### src/rtl/alu_seq_pkg.sv
// alu_seq_pkg: state encoding, opcode constants and opcode classification
// helpers shared by the ALU instruction sequencer.
`default_nettype none

package alu_seq_pkg;

   typedef enum logic [3:0] {
      S_IDLE = 4'd0,
      S_T0   = 4'd1,
      S_T1   = 4'd2,
      S_T2   = 4'd3,
      S_T3   = 4'd4,
      S_T4   = 4'd5,
      S_T5   = 4'd6,
      S_T6   = 4'd7,
      S_FIN  = 4'd8
   } seq_state_t;

   localparam logic [4:0] OP_ADD = 5'b00011;
   localparam logic [4:0] OP_SUB = 5'b00100;
   localparam logic [4:0] OP_SHR = 5'b00101;
   localparam logic [4:0] OP_SHL = 5'b00110;
   localparam logic [4:0] OP_ROR = 5'b00111;
   localparam logic [4:0] OP_ROL = 5'b01000;
   localparam logic [4:0] OP_AND = 5'b01001;
   localparam logic [4:0] OP_OR  = 5'b01010;
   localparam logic [4:0] OP_MUL = 5'b01111;
   localparam logic [4:0] OP_DIV = 5'b10000;
   localparam logic [4:0] OP_NEG = 5'b10001;
   localparam logic [4:0] OP_NOT = 5'b10010;

   // Opcodes are passed zero-extended to 32 bits so any OPC_W can use these.
   function automatic logic is_legal_op(input logic [31:0] op);
      case (op)
         32'(OP_ADD), 32'(OP_SUB), 32'(OP_SHR), 32'(OP_SHL),
         32'(OP_ROR), 32'(OP_ROL), 32'(OP_AND), 32'(OP_OR),
         32'(OP_MUL), 32'(OP_DIV), 32'(OP_NEG), 32'(OP_NOT): return 1'b1;
         default: return 1'b0;
      endcase
   endfunction

   function automatic logic is_unary(input logic [31:0] op);
      return (op == 32'(OP_NEG)) || (op == 32'(OP_NOT));
   endfunction

   function automatic logic is_hilo(input logic [31:0] op);
      return (op == 32'(OP_MUL)) || (op == 32'(OP_DIV));
   endfunction

endpackage

`default_nettype wire

### src/rtl/reg_onehot_dec.sv
// reg_onehot_dec: register-field to one-hot strobe decoder with enable;
// field values beyond NUM_REGS decode to all-zero.
`default_nettype none

module reg_onehot_dec #(
   parameter int RF_W     = 4,
   parameter int NUM_REGS = 16
) (
   input  logic                en,
   input  logic [RF_W-1:0]     sel,
   output logic [NUM_REGS-1:0] onehot
);

   for (genvar i = 0; i < NUM_REGS; i++) begin : g_bit
      assign onehot[i] = en && (32'(sel) == i);
   end

endmodule

`default_nettype wire

### src/rtl/alu_instr_sequencer.sv
// alu_instr_sequencer: fetch/execute FSM producing datapath control strobes
// for three-operand ALU instructions. Optional macro SEQ_SINGLE_STEP_EN adds a step gate.
`default_nettype none

module alu_instr_sequencer
   import alu_seq_pkg::*;
#(
   parameter int NUM_REGS = 16,
   parameter int DATA_W   = 32,
   parameter int OPC_W    = 5,
   parameter int RF_W     = 4
) (
   input  logic                Clock,
   input  logic                Clear,
`ifdef SEQ_SINGLE_STEP_EN
   input  logic                step,
`endif
   input  logic                start,
   input  logic                mem_ready,
   input  logic [DATA_W-1:0]   ir_in,
   output logic                PCout,
   output logic                Zlowout,
   output logic                ZHighout,
   output logic                MDRout,
   output logic                MARin,
   output logic                PCin,
   output logic                MDRin,
   output logic                IRin,
   output logic                Yin,
   output logic                Zin,
   output logic                HIin,
   output logic                LOin,
   output logic                IncPC,
   output logic                Read,
   output logic [OPC_W-1:0]    alu_op,
   output logic [NUM_REGS-1:0] Rin,
   output logic [NUM_REGS-1:0] Rout,
   output logic                busy,
   output logic                done,
   output logic                illegal
);

   localparam int OPC_LSB = DATA_W - OPC_W;
   localparam int RA_LSB  = OPC_LSB - RF_W;
   localparam int RB_LSB  = RA_LSB - RF_W;
   localparam int RC_LSB  = RB_LSB - RF_W;

   seq_state_t        state;
   seq_state_t        state_nx;
   logic [DATA_W-1:0] ir_lat;
   logic              adv;
   logic              accept_start;

   logic [OPC_W-1:0] in_op, op;
   logic [RF_W-1:0]  in_ra, in_rb, in_rc, ra, rb, rc;
   logic             in_legal;
   logic             op_unary, op_hilo;

   logic             rin_en, rout_en;
   logic [RF_W-1:0]  rin_sel, rout_sel;
   logic             unused_ir_bits;

`ifdef SEQ_SINGLE_STEP_EN
   assign adv = step;
`else
   assign adv = 1'b1;
`endif

   assign in_op = ir_in[DATA_W-1 -: OPC_W];
   assign in_ra = ir_in[RA_LSB +: RF_W];
   assign in_rb = ir_in[RB_LSB +: RF_W];
   assign in_rc = ir_in[RC_LSB +: RF_W];

   assign op = ir_lat[DATA_W-1 -: OPC_W];
   assign ra = ir_lat[RA_LSB +: RF_W];
   assign rb = ir_lat[RB_LSB +: RF_W];
   assign rc = ir_lat[RC_LSB +: RF_W];

   assign op_unary = is_unary(32'(op));
   assign op_hilo  = is_hilo(32'(op));

   assign unused_ir_bits = ^ir_lat[RC_LSB-1:0];

   // Only fields the opcode actually uses are range-checked: unary ops have no
   // Rc operand and MUL/DIV write HI/LO instead of Ra.
   assign in_legal = is_legal_op(32'(in_op))
                  && (32'(in_rb) < NUM_REGS)
                  && (is_unary(32'(in_op)) || (32'(in_rc) < NUM_REGS))
                  && (is_hilo(32'(in_op))  || (32'(in_ra) < NUM_REGS));

   assign accept_start = start && ((state == S_IDLE) || ((state == S_FIN) && adv));

   always_comb begin
      state_nx = state;
      case (state)
         S_IDLE: if (start) state_nx = S_T0;
         S_T0:   if (adv) state_nx = S_T1;
         S_T1:   if (mem_ready && adv) state_nx = S_T2;
         S_T2:   if (adv) state_nx = in_legal ? S_T3 : S_FIN;
         S_T3:   if (adv) state_nx = S_T4;
         S_T4:   if (adv) state_nx = S_T5;
         S_T5:   if (adv) state_nx = op_hilo ? S_T6 : S_FIN;
         S_T6:   if (adv) state_nx = S_FIN;
         S_FIN:  if (adv) state_nx = start ? S_T0 : S_IDLE;
         default: state_nx = S_IDLE;
      endcase
   end

   always_ff @(posedge Clock or negedge Clear) begin
      if (!Clear) begin
         state   <= S_IDLE;
         ir_lat  <= '0;
         illegal <= 1'b0;
      end else begin
         state <= state_nx;
         if ((state == S_T2) && adv) ir_lat <= ir_in;
         if (accept_start)
            illegal <= 1'b0;
         else if ((state == S_T2) && adv && !in_legal)
            illegal <= 1'b1;
      end
   end

   always_comb begin
      PCout    = 1'b0;
      Zlowout  = 1'b0;
      ZHighout = 1'b0;
      MDRout   = 1'b0;
      MARin    = 1'b0;
      PCin     = 1'b0;
      MDRin    = 1'b0;
      IRin     = 1'b0;
      Yin      = 1'b0;
      Zin      = 1'b0;
      HIin     = 1'b0;
      LOin     = 1'b0;
      IncPC    = 1'b0;
      Read     = 1'b0;
      alu_op   = '0;
      rin_en   = 1'b0;
      rin_sel  = ra;
      rout_en  = 1'b0;
      rout_sel = rb;
      busy     = 1'b0;
      done     = 1'b0;
      case (state)
         S_T0: begin
            PCout = 1'b1;
            MARin = 1'b1;
            IncPC = 1'b1;
            Zin   = 1'b1;
            busy  = 1'b1;
         end
         S_T1: begin
            Zlowout = 1'b1;
            PCin    = 1'b1;
            Read    = 1'b1;
            MDRin   = 1'b1;
            busy    = 1'b1;
         end
         S_T2: begin
            MDRout = 1'b1;
            IRin   = 1'b1;
            busy   = 1'b1;
         end
         S_T3: begin
            rout_en = 1'b1;
            Yin     = 1'b1;
            busy    = 1'b1;
         end
         S_T4: begin
            rout_en  = 1'b1;
            rout_sel = op_unary ? rb : rc;
            alu_op   = op;
            Zin      = 1'b1;
            busy     = 1'b1;
         end
         S_T5: begin
            Zlowout = 1'b1;
            LOin    = op_hilo;
            rin_en  = !op_hilo;
            busy    = 1'b1;
         end
         S_T6: begin
            ZHighout = 1'b1;
            HIin     = 1'b1;
            busy     = 1'b1;
         end
         S_FIN: done = 1'b1;
         default: ;
      endcase
   end

   reg_onehot_dec #(.RF_W(RF_W), .NUM_REGS(NUM_REGS)) u_rin_dec (
      .en     (rin_en),
      .sel    (rin_sel),
      .onehot (Rin)
   );

   reg_onehot_dec #(.RF_W(RF_W), .NUM_REGS(NUM_REGS)) u_rout_dec (
      .en     (rout_en),
      .sel    (rout_sel),
      .onehot (Rout)
   );

endmodule

`default_nettype wire

### config.mk
export PLATFORM = sky130hd
export DESIGN_NAME = alu_instr_sequencer
export DESIGN_NICKNAME = d
export VERILOG_FILES = /design/src/rtl/alu_seq_pkg.sv /design/src/rtl/reg_onehot_dec.sv /design/src/rtl/alu_instr_sequencer.sv
export SDC_FILE = /design/constraint.sdc
export NUM_CORES = 1
export LEC_CHECK = 0
export ABC_AREA = 1
export CAP_MARGIN = 10
export CORE_UTILIZATION = 42
export CTS_BUF_LIST = sky130_fd_sc_hd__clkbuf_4
export DETAILED_ROUTE_END_ITERATION = 10
export GPL_ROUTABILITY_DRIVEN = 0
export PLACE_DENSITY = 0.87
export RECOVER_POWER = 100
export SLEW_MARGIN = 0
export SYNTH_ARGS = -nofsm -noshare
export SYNTH_HDL_FRONTEND = slang
export SYNTH_SLANG_ARGS = --single-unit
### constraint.sdc
create_clock -name Clock -period 3.06 [get_ports Clock]
set_input_delay 0.459 -clock Clock [delete_from_list [all_inputs] [get_ports Clock]]
set_output_delay 0.459 -clock Clock [all_outputs]
set_load 0.02 [all_outputs]
==> run metrics, run 1 <==
Post-synth EDFFs 0; detailed-route via count about 1600; Placed Area between 2000 and 2500 um2; Post-synth top flop dfrtp_1; 1st-iter DRT viols 63; Finished Layout Cells around 340; CTS max path bufs 2; CORE AREA about 3400 um2; hold_buf cts 0; power density cells between 700 and 800 nW/um2; CTS resizes 0; Tcrit/Tclk final between 90% and 100%; Seq/Total Area, Yosys between 30% and 40%; post-synth top area share between 30% and 40%; Avg Inst Size Synth between 6 and 7 um2; # rows 21; largest net degree at the start of global routing 36; clock sinks 22; Ys Warns 0; Hold Path Cell Cnt 2; TritonCTS Buffers 3; outcome complete, no violations; crit path from state[3]; Worst-path clk slew around 0.12 ns; DR DRC count 0; Initial Util between 40% and 50%; H-tree depth 1; Total GRT Usage 20.6%; placed insts about 340; CP Max Fanout 8; post-route cell area between 2000 and 2500 um2; Critical Path RT between 2 and 3 ns; Peak VDD IR 0.418 mV; nets around 330; Worst Path Class, Setup reg -> out; net count after synthesis between 200 and 300; initial antenna violation count 0; fin. max-slew vios 0; n_diodes 0; Synth area leaders dfrtp_1, nor2_1, nand2_1, inv_1, nand3_1; die area 3860 um2; I/O pin count 90; share of cells above drive strength 1 between 8 and 9%; register bit count reported by yosys 22; Leakage between 1 and 1.5 nW; most common cell in the synthesized netlist nor2_1; pre-CTS setup slack between 0.6 and 0.7 ns; vias in the first global route around 1500; hold_sp illegal; Die Ht a little over 60 um; GR Overflow Total 0; Detail Placement HPWL roughly 3000 um; min cycle time layout ~2.8 ns; first-pass GRT wire length between 6000 and 7000 um; drt via density between 4 and 5; Slew @ Worst Pin between 1 and 1.5 ns; Relative slew margins between 20 and 25%; chip width approximately 62 um; routed length per instance ~11 um; max frequency 0.353 GHz; Hold Vio Cnt, Final 0; latest clock arrival within the worst-skew pair between 0.3 and 0.4 ns; most frequent cells after synthesis nor2_1, nand2_1, inv_1, dfrtp_1, nand3_1; post-route ant nets 0; TritonRoute pass-1 iters 4; Post-CTS Setup Bufs 0; Yosys top cell by area dfrtp_1; Hold Path Sink illegal; reg2reg start state[3]; FF-to-FF End illegal; post-route setup TNS 0 ns; final worst slack 0.224 ns; total routed wirelength 3720 um; unrepaired setup endpoints after global routing false; hold crit path type reg -> reg; CP endpoint kind output pin; FF-to-FF setup slack around 0.63 ns; number of buffers added on ports 74; Distinct cells, synth 22; final setup skew approximately 0.0091 ns; CP Data Arrival Time approximately 2.4 ns; ys async rst share 100%; CP Launch Type flip-flop; root buffer cell clkbuf_4; Setup-failing EPs final 0; Mapped Area 1520 um2; CTS tree yes; worst hold margin roughly 0.52 ns; Area Growth Syn to Fin 50.1%; Register-to-Register Path Depth 6; post-synthesis cell count between 200 and 250; Max Cap Viol 0
==> layout make-up <==
| cell class | count | area [um2] |
|---|---|---|
| well taps | 46 | 57.6 |
| clock inverters | 1 | 3.75 |
| repair buffers | 75 | 744 |
| clock buffers | 3 | 22.5 |
| fillers | 290 | 1110 |
| inverters | 32 | 120 |
| flip-flops and latches | 22 | 551 |
| multi-input cells | 163 | 779 |
==> metal layers <==
| metal | share of wire (%) | global-route usage, % | up-vias |
|---|---|---|---|
| li1 | - | - | 837 |
| met1 | 46 | 26.7 | 747 |
| met2 | 48 | 34.6 | 45 |
| met3 | 4.3 | 2.57 | 4 |
| met4 | 1.7 | 8.72 | 0 |
| met5 | 0 | 0 | - |
==> state kept, by name (all words and copies together) (netlist names) <==
name     flops
illegal      1
state        4
ir_lat      17
==> layout by cell type, fill, tap and decap left out, types with 2 or more instances in the layout <==
| cell | synthesis | routed |
|---|---|---|
| nand3_1 | 19 | 19 |
| clkdlybuf4s50_1 | 0 | 22 |
| nand4_1 | 2 | 2 |
| dlygate4sd3_1 | 0 | 52 |
| nor2_1 | 50 | 51 |
| nand2_4 | 3 | 3 |
| nand3b_1 | 3 | 3 |
| inv_1 | 29 | 30 |
| nand2_1 | 47 | 47 |
| inv_2 | 3 | 2 |
| nor2_4 | 3 | 2 |
| nand2_2 | 10 | 10 |
| o21ai_0 | 12 | 17 |
| clkbuf_4 | 0 | 3 |
| a21oi_1 | 3 | 3 |
| dfrtp_1 | 22 | 22 |
==> critical path, cell delays in order, from the launching register on <==
cell	delay, ns
dfrtp_1	0.43
inv_1	0.16
nand2_4	0.11
nor2_8	0.17
nand2_4	0.10
o21ai_2	0.17
nand2_1	0.13
nor2_1	0.11
dlygate4sd3_1	0.68
==> cell families (layout without fill, tap and decap cells) <==
family,count (synthesis),count (layout),share of synthesized area [%]
flip-flops,22,22,36.3
multiplexers,1,1,0.742
buffers and inverters,41,111,11.9
AND/OR/NAND/NOR,139,139,43.1
AO/OA/AOI/OAI,23,23,8.00
==> how the worst max path moves through the flow <==
stage,to,slack [ns],cells after the start
after floorplan,Rout[4],1.24,7
final,Rout[4],0.22,8
after detailed placement,Rout[14],0.65,10
after CTS,Rout[14],0.29,10
after global placement,Rout[14],0.72,10
after global routing,Rout[9],0.08,10
==> power breakdown <==
group          total (mW)  internal [mW]  switching (mW)
combinational        1.13          0.398           0.729
clock               0.140         0.0478          0.0926
sequential          0.525          0.435          0.0898
total                1.79          0.881           0.911
==> through the flow <==
stage               total power [mW]  utilization (%)
finish                          1.79             67.2
global route                    1.95             67.2
CTS                             1.86             67.6
detailed placement              1.73             66.8
global placement                1.69             66.8
floorplan                       1.39                -
Note: power is estimated with default switching activity, not from simulation.
==> inputs of run 2 (changes only) <==
--- a/config.mk
+++ b/config.mk
@@ -11,6 +11,7 @@
 export CTS_BUF_LIST = sky130_fd_sc_hd__clkbuf_4
 export DETAILED_ROUTE_END_ITERATION = 10
 export GPL_ROUTABILITY_DRIVEN = 0
+export HOLD_SLACK_MARGIN = 0.06
 export PLACE_DENSITY = 0.87
 export RECOVER_POWER = 100
 export SLEW_MARGIN = 0
==> results of run 2 <==
The final DEF is identical to that of run 1; final timing and power are the same.
